[src/rtl/counter.sv]
// counter: wrapping up counter INIT..MAX by STEP; ports: out (count register), clk (rising edge), reset (async, active-low)
module counter #(
    parameter int    WIDTH = 8,
    parameter longint INIT = 0,
    parameter longint STEP = 1,
    parameter longint MAX  = (64'd1 << WIDTH) - 1
) (
    output logic [WIDTH-1:0] out,
    input  logic             clk,
    input  logic             reset
);
    localparam longint FULL = (64'd1 << WIDTH) - 1;
    if (WIDTH < 1 || WIDTH > 32) begin : g_bad_width
        $error("counter: WIDTH must be 1..32");
    end
    if (MAX > FULL || INIT > MAX) begin : g_bad_range
        $error("counter: need INIT <= MAX <= 2**WIDTH-1");
    end
    if (STEP < 1 || STEP > MAX) begin : g_bad_step
        $error("counter: STEP must be 1..MAX");
    end
    localparam logic [63:0] INIT_V = 64'(INIT);
    localparam logic [63:0] STEP_V = 64'(STEP);
    localparam logic [63:0] MAX_V  = 64'(MAX);
    localparam logic [WIDTH:0] init_w = INIT_V[WIDTH:0];
    localparam logic [WIDTH:0] step_w = STEP_V[WIDTH:0];
    localparam logic [WIDTH:0] max_w  = MAX_V[WIDTH:0];
    logic [WIDTH:0] sum;
    logic [WIDTH:0] nxt;
    always_comb begin
        sum = {1'b0, out} + step_w;
        nxt = (sum <= max_w) ? sum : init_w + (sum - max_w - 1'b1);
    end
    always_ff @(posedge clk or negedge reset) begin
        if (!reset) out <= init_w[WIDTH-1:0];
        else        out <= nxt[WIDTH-1:0];
    end
endmodule

[config.mk]
export PLATFORM = sky130hd
export DESIGN_NAME = counter
export DESIGN_NICKNAME = d
export VERILOG_FILES = /design/src/rtl/counter.sv
export SDC_FILE = /design/constraint.sdc
export NUM_CORES = 1
export LEC_CHECK = 0
export ABC_AREA = 0
export CORE_AREA = 2 2 39 41
export CTS_CLUSTER_DIAMETER = 100
export CTS_CLUSTER_SIZE = 8
export DETAILED_ROUTE_END_ITERATION = 10
export DIE_AREA = 0 0 41 43
export GPL_TIMING_DRIVEN = 1
export SLEW_MARGIN = 20
export SYNTH_ARGS = -nofsm -noshare
export SYNTH_HDL_FRONTEND = slang
export SYNTH_SLANG_ARGS = --single-unit
export TNS_END_PERCENT = 50
[constraint.sdc]
create_clock -name clk -period 1.1 [get_ports clk]
set_input_delay 0.165 -clock clk [delete_from_list [all_inputs] [get_ports clk]]
set_output_delay 0.165 -clock clk [all_outputs]
set_load 0.05 [all_outputs]
==> results of run 1 <==
## per-layer routing
metal,vias up,routed length [microns],share of wire [%]
li1,104,-,-
met1,106,264,42
met2,10,295,47
met3,0,67,11
met4,0,0,0
met5,-,0,0
## metrics by stage
step                TNS, ns  area, sq um
floorplan           -0.0889          332
global placement          0          522
detailed placement        0          522
CTS                       0          548
global route              0          548
finish                    0          548
## final cells by class
class	count	area [sq um]
clock buffers	4	26.3
repair buffers	9	170
fillers	132	836
well taps	16	20.0
flip-flops and latches	8	208
multi-input cells	14	120
inverters	1	3.75
## kinds of logic after synthesis
group,synth area share [%]
buffers and inverters,1.22
xor gates and xnor gates,17.1
adders and majority gates,4.06
DFF,65.0
and+or+nand+nor,12.6
## path summary, 6_finish.rpt
check,startpoint,endpoint,slack (ns),cells after the start
worst max-delay path,out[0],out[0],0.04,1
worst min-delay path,reset,out[1],0.18,1
worst min register to register,out[6],out[6],0.52,1
min in group clk,out[6],out[6],0.52,1
worst max register to register,out[2],out[7],0.09,3
max in group asynchronous,reset,out[4],0.64,1
## cell usage in the layout, fill, tap and decap left out
| cell | netlist | routed |
|---|---|---|
| clkbuf_4 | 0 | 3 |
| clkdlybuf4s50_1 | 0 | 1 |
| buf_12 | 0 | 8 |
| ha_4 | 0 | 1 |
| and3_4 | 0 | 1 |
| clkbuf_1 | 0 | 1 |
| and3_1 | 1 | 1 |
| dfrtp_1 | 8 | 2 |
| dfrtp_2 | 0 | 6 |
| xnor2_1 | 5 | 5 |
| nand3_1 | 5 | 5 |
| xor2_1 | 1 | 1 |
| inv_1 | 1 | 1 |
## power by group through the flow
stage	clock network [mW]	registers, mW	logic [mW]
global placement	0	0.300	0.00879
detailed placement	0	0.300	0.00867
global route	0.279	0.294	0.00983
finish	0.240	0.294	0.00828
CTS	0.250	0.294	0.00867
floorplan	0	0.300	0.0000000512
==> results.md, run 1 <==
* Final setup violation count at 0
* Leak pwr at 0.233 nW
* Vias/cell at 4.23
* Status: completed
* Worst-Margin Slew at 0.341 ns
* Unrepaired setup endpoints after global routing: false
* # H-tree levels at 1
* Worst Setup Start Kind: register
* Sequential fraction of the synthesis area at 65.0%
* Core area at 1380 sq um
* Final Hold Viols at 0
* Slowest-stage cell, CP: dfrtp_2
* Most frequent cells after synthesis: 8 x dfrtp_1, 5 x nand3_1, 5 x xnor2_1
* Chip height at 43 microns
* Root buf cell: clkbuf_4
* Total net switching power at 0.106 mW
* Met1 Usage GRT at 12.3%
* Fin cells at 52
* Via count at 220
* Post-CTS Setup Inserts at 0
* Top reg by flops: out
* Cell-by-cell listing of the critical path: buf_12
* Yosys top cell by area: dfrtp_1
* GRT met3 Usage at 5.76%
* Clock-pin slew on the worst setup and hold paths at 0.06 ns
* Max reg flops at 8
* Post-route worst setup slack at 0.0389 ns
* Worst EP arrival at 0.90 ns
* Critical path class: reg -> out
* Comb pwr share at 1.5%
* Routed wire length at 627 microns
* Initial core utilization at 22.2%
* Vias in the first global route at 245
* Clock buffer depth at 2
* Fmax achieved at 0.942 GHz
* Antenna diode count at 0
* Drt drc at 0
* First drt pass iteration count at 1
* DR iter-0 viols at 0
* NumNets Final at 40
* Clk_lat worst skew at 0.25 ns
* Num Clock Sinks at 8
* Proportion of layout cells with a drive suffix above 1 at 52.8%
* Resize count post-CTS at 0
* Synth Cell Area at 308 sq um
* WHS at 0.178 ns
* Row cnt at 14
* CP Max Fanout at 6
* Distinct cells, synth at 8
* Die Span X at 41 microns
* Fin crit share at 96.5%
* Gate Count Post-Synth at 23
* Post-synth ARST share at 100%
* Hold_buf cts at 0
* Min Tclk post-route at 1.06 ns
* CP peak stage delay at 0.47 ns
* TritonCTS Buffers at 3
* Total power at 0.542 mW
* Worst setup EP type: output port
* Synthesis-to-layout area growth at 78.0%
* Switching part of the total at 19.5%
* Met2 Use GR at 11.6%
* Max-Cap Viols at 0
* Yosys warns at 0
* Post-synth EDFFs at 0
* Most common cell in the netlist: dfrtp_1
* PortBufs at 9
* Total GRT Usage at 9.83%
* Antenna Violating Nets Remaining at 0
* Clk pwr share at 44.2%
* Sequential share of power at 54.3%
* Initial antenna violation count at 0
* Slew margin rel. at 77.2%
* CTS tree: done
* Hold/Removal Path Class: in -> async
* Die area at 1760 sq um
* Drt wl/cell at 12.1 microns
* Largest net degree at the start of global routing at 9
* First-pass GRT wire length at 1050 microns
* Synth top area cells: dfrtp_1 65%, xnor2_1 14%, nand3_1 8.1%
* Final core occ at 39.6%
* IO Count at 10
* Post-place setup slack at 0.0949 ns
* VDD IR max at 0.530 mV
* Largest registers: out x8
* Gpl congestion at 0.601
* Mapped Avg Cell Area at 13.4 sq um
* Top Usage Layer GRT: met1
* Slew Viols, Final at 0
* PD cells at 989 nW/um^2
* Syn nets at 26
* Share of the synthesized area in the top cell type at 65.0%
* GRT overflow at 0
* Inst Count DP at 48
* Main synth FF type: dfrtp_1
* Worst Path Buf+Inv at 1
* Crit path required time at 0.94 ns
* Post-route clock skew at 0.00609 ns
* Register bit total from synthesis at 8
* CP delay by family, top: flip-flops
* Internal power at 0.436 mW
* Detail Placement HPWL at 469 microns
Note: power is estimated with default switching activity, not from simulation.
==> run 2: changes to the inputs <==
--- a/config.mk
+++ b/config.mk
@@ -16,4 +16,4 @@
 export SYNTH_ARGS = -nofsm -noshare
 export SYNTH_HDL_FRONTEND = slang
 export SYNTH_SLANG_ARGS = --single-unit
-export TNS_END_PERCENT = 50
+export TNS_END_PERCENT = 30
==> run 2 against run 1 <==
Via count increased by 0.91%. First-iteration DRC count unchanged. Hold slack gained 0.0035 ns. Die area did not move. Core utilization up 0.54 points. Fmax increased by 0.85%. Clock-buffer cell count is the same. Power decreased by 0.10%. Final cell count increased by 1.9%. Combinational power increased by 3.3%. Clock power about the same. Largest cell class unchanged. Highest routed layer unchanged.
==> results.md, run 2 (synthesis results as in run 1) <==
* Routed wire length at 614 microns (was 627 microns)
* GRT overflow at 0 (unchanged)
* Multi-input combinational cell area at 120 sq um (unchanged)
* Die Span X at 41 microns (unchanged)
* CTS tree: done (unchanged)
* DR iter-0 viols at 0 (unchanged)
* # H-tree levels at 1 (unchanged)
* Largest registers: out x8 (unchanged)
* Resize count post-CTS at 0 (unchanged)
* Hold_buf cts at 0 (unchanged)
* Vias/cell at 4.19 (was 4.23)
* Design area at 556 sq um (was 548 sq um)
* Final setup violation count at 0 (unchanged)
* Fmax achieved at 0.950 GHz (was 0.942 GHz)
* Top reg by flops: out (unchanged)
* Antenna diode count at 0 (unchanged)
* Post-route setup TNS at 0 ns (unchanged)
* Post-route clock skew at 0.0122 ns (was 0.00609 ns)
* Placed Area at 522 sq um (unchanged)
* Vias in the first global route at 250 (was 245)
* Via count at 222 (was 220)
* Area occupied by registers at 208 sq um (unchanged)
* Root buf cell: clkbuf_4 (unchanged)
* Antenna Violating Nets Remaining at 0 (unchanged)
* Fillers at 132 (unchanged)
* Most common cell after layout, fill and taps aside: buf_12 (unchanged)
* CP Max Fanout at 5 (was 6)
* Worst-Margin Slew at 0.359 ns (was 0.341 ns)
* Slew Viols, Final at 0 (unchanged)
* Worst EP arrival at 0.89 ns (was 0.90 ns)
* Gpl congestion at 0.610 (was 0.601)
* Clk_lat worst skew at 0.26 ns (was 0.25 ns)
* Clock-pin slew on the worst setup and hold paths at 0.06 ns (about the same)
* Drt wl/cell at 11.6 microns (was 12.1 microns)
* Drt drc at 0 (unchanged)
* Die area at 1760 sq um (unchanged)
* Critical path class: reg -> out (unchanged)
* Largest net degree at the start of global routing at 9 (unchanged)
* Leading cell types in the layout, fill and taps excluded: 8 x buf_12, 6 x dfrtp_2, 5 x nand3_1, 5 x xnor2_1, 3 x clkbuf_4 (unchanged)
* CP delay by family, top: flip-flops (unchanged)
* Num Clock Sinks at 8 (unchanged)
* Worst r2r src: out[2] (unchanged)
* Synthesis-to-layout area growth at 80.5% (was 78.0%)
* Final Hold Viols at 0 (unchanged)
* Unrepaired setup endpoints after global routing: false (unchanged)
* Max-Cap Viols at 0 (unchanged)
* Fin crit share at 95.6% (was 96.5%)
* Min Tclk post-route at 1.05 ns (was 1.06 ns)
* Max reg flops at 8 (unchanged)
* CP startpoint: out[1] (was out[0])
* Row cnt at 14 (unchanged)
* Initial core utilization at 22.2% (unchanged)
* VDD IR max at 0.537 mV (was 0.530 mV)
* Status: completed (unchanged)
* Initial antenna violation count at 0 (unchanged)
* First drt pass iteration count at 1 (unchanged)
* Worst setup EP type: output port (unchanged)
* WHS at 0.182 ns (was 0.178 ns)
* TritonCTS Buffers at 3 (unchanged)
* Hold/Removal Path Class: in -> async (unchanged)
* First-pass GRT wire length at 1100 microns (was 1050 microns)
* Worst Setup Start Kind: register (unchanged)
* Post-CTS Setup Inserts at 0 (unchanged)
* Core area at 1380 sq um (unchanged)
* Cell-by-cell listing of the critical path: buf_12 (unchanged)
* Slew margin rel. at 76.0% (was 77.2%)
* NumNets Final at 41 (was 40)
* Proportion of layout cells with a drive suffix above 1 at 54.1% (was 52.8%)
* Chip height at 43 microns (unchanged)
* Total GRT Usage at 9.92% (was 9.83%)
* Clock buffer depth at 2 (unchanged)
* PD cells at 975 nW/um^2 (was 989 nW/um^2)
* CP peak stage delay at 0.46 ns (was 0.47 ns)
* Slowest-stage cell, CP: dfrtp_2 (unchanged)
* PortBufs at 9 (unchanged)
* IO Count at 10 (unchanged)
* Worst Path Buf+Inv at 1 (unchanged)
* Crit path required time at 0.94 ns (about the same)
* Leak pwr at 0.237 nW (was 0.233 nW)
## run 2: area by class of cell
type                    instances  area share [%]
clock buffers                   4            4.73
multi-input cells              14            21.6
inverters                       1           0.676
well taps                      16            3.60
repair buffers                 10            32.0
flip-flops and latches          8            37.4
## run 2: metal layers
layer  global-route usage (%)  up-vias  share of wire (%)
met5                        0        -                  0
met4                     6.00        0                  0
met3                     5.76        0                9.8
met2                     12.8       10                 47
met1                     12.2      107                 43
li1                         -      105                  -
## run 2: path summary, 6_finish.rpt
check                      slack [ns]      to  cells past startpoint
max                              0.05  out[1]                      1
min                              0.18  out[0]                      1
max reg2reg                      0.09  out[5]                      3
min reg2reg                      0.51  out[6]                      1
max in group asynchronous        0.62  out[6]                      1
min in group clk                 0.51  out[6]                      1
## run 2: power breakdown
part | switching, mW | internal, mW | leakage, nW
combinational | 0.00541 | 0.00314 | 0.132
sequential | 0 | 0.294 | 0.0900
clock | 0.0999 | 0.139 | 0.0150
## run 2: stage by stage
step	power, mW	setup WS, ns	utilization [%]	instances
after global routing	0.582	0.00769	40.1	53
after CTS	0.561	0.0133	39.6	52
after floorplan	0.300	-0.0350	-	23
after detailed placement	0.308	0.105	37.7	48
final	0.542	0.0479	40.1	53
after global placement	0.308	0.143	37.7	48
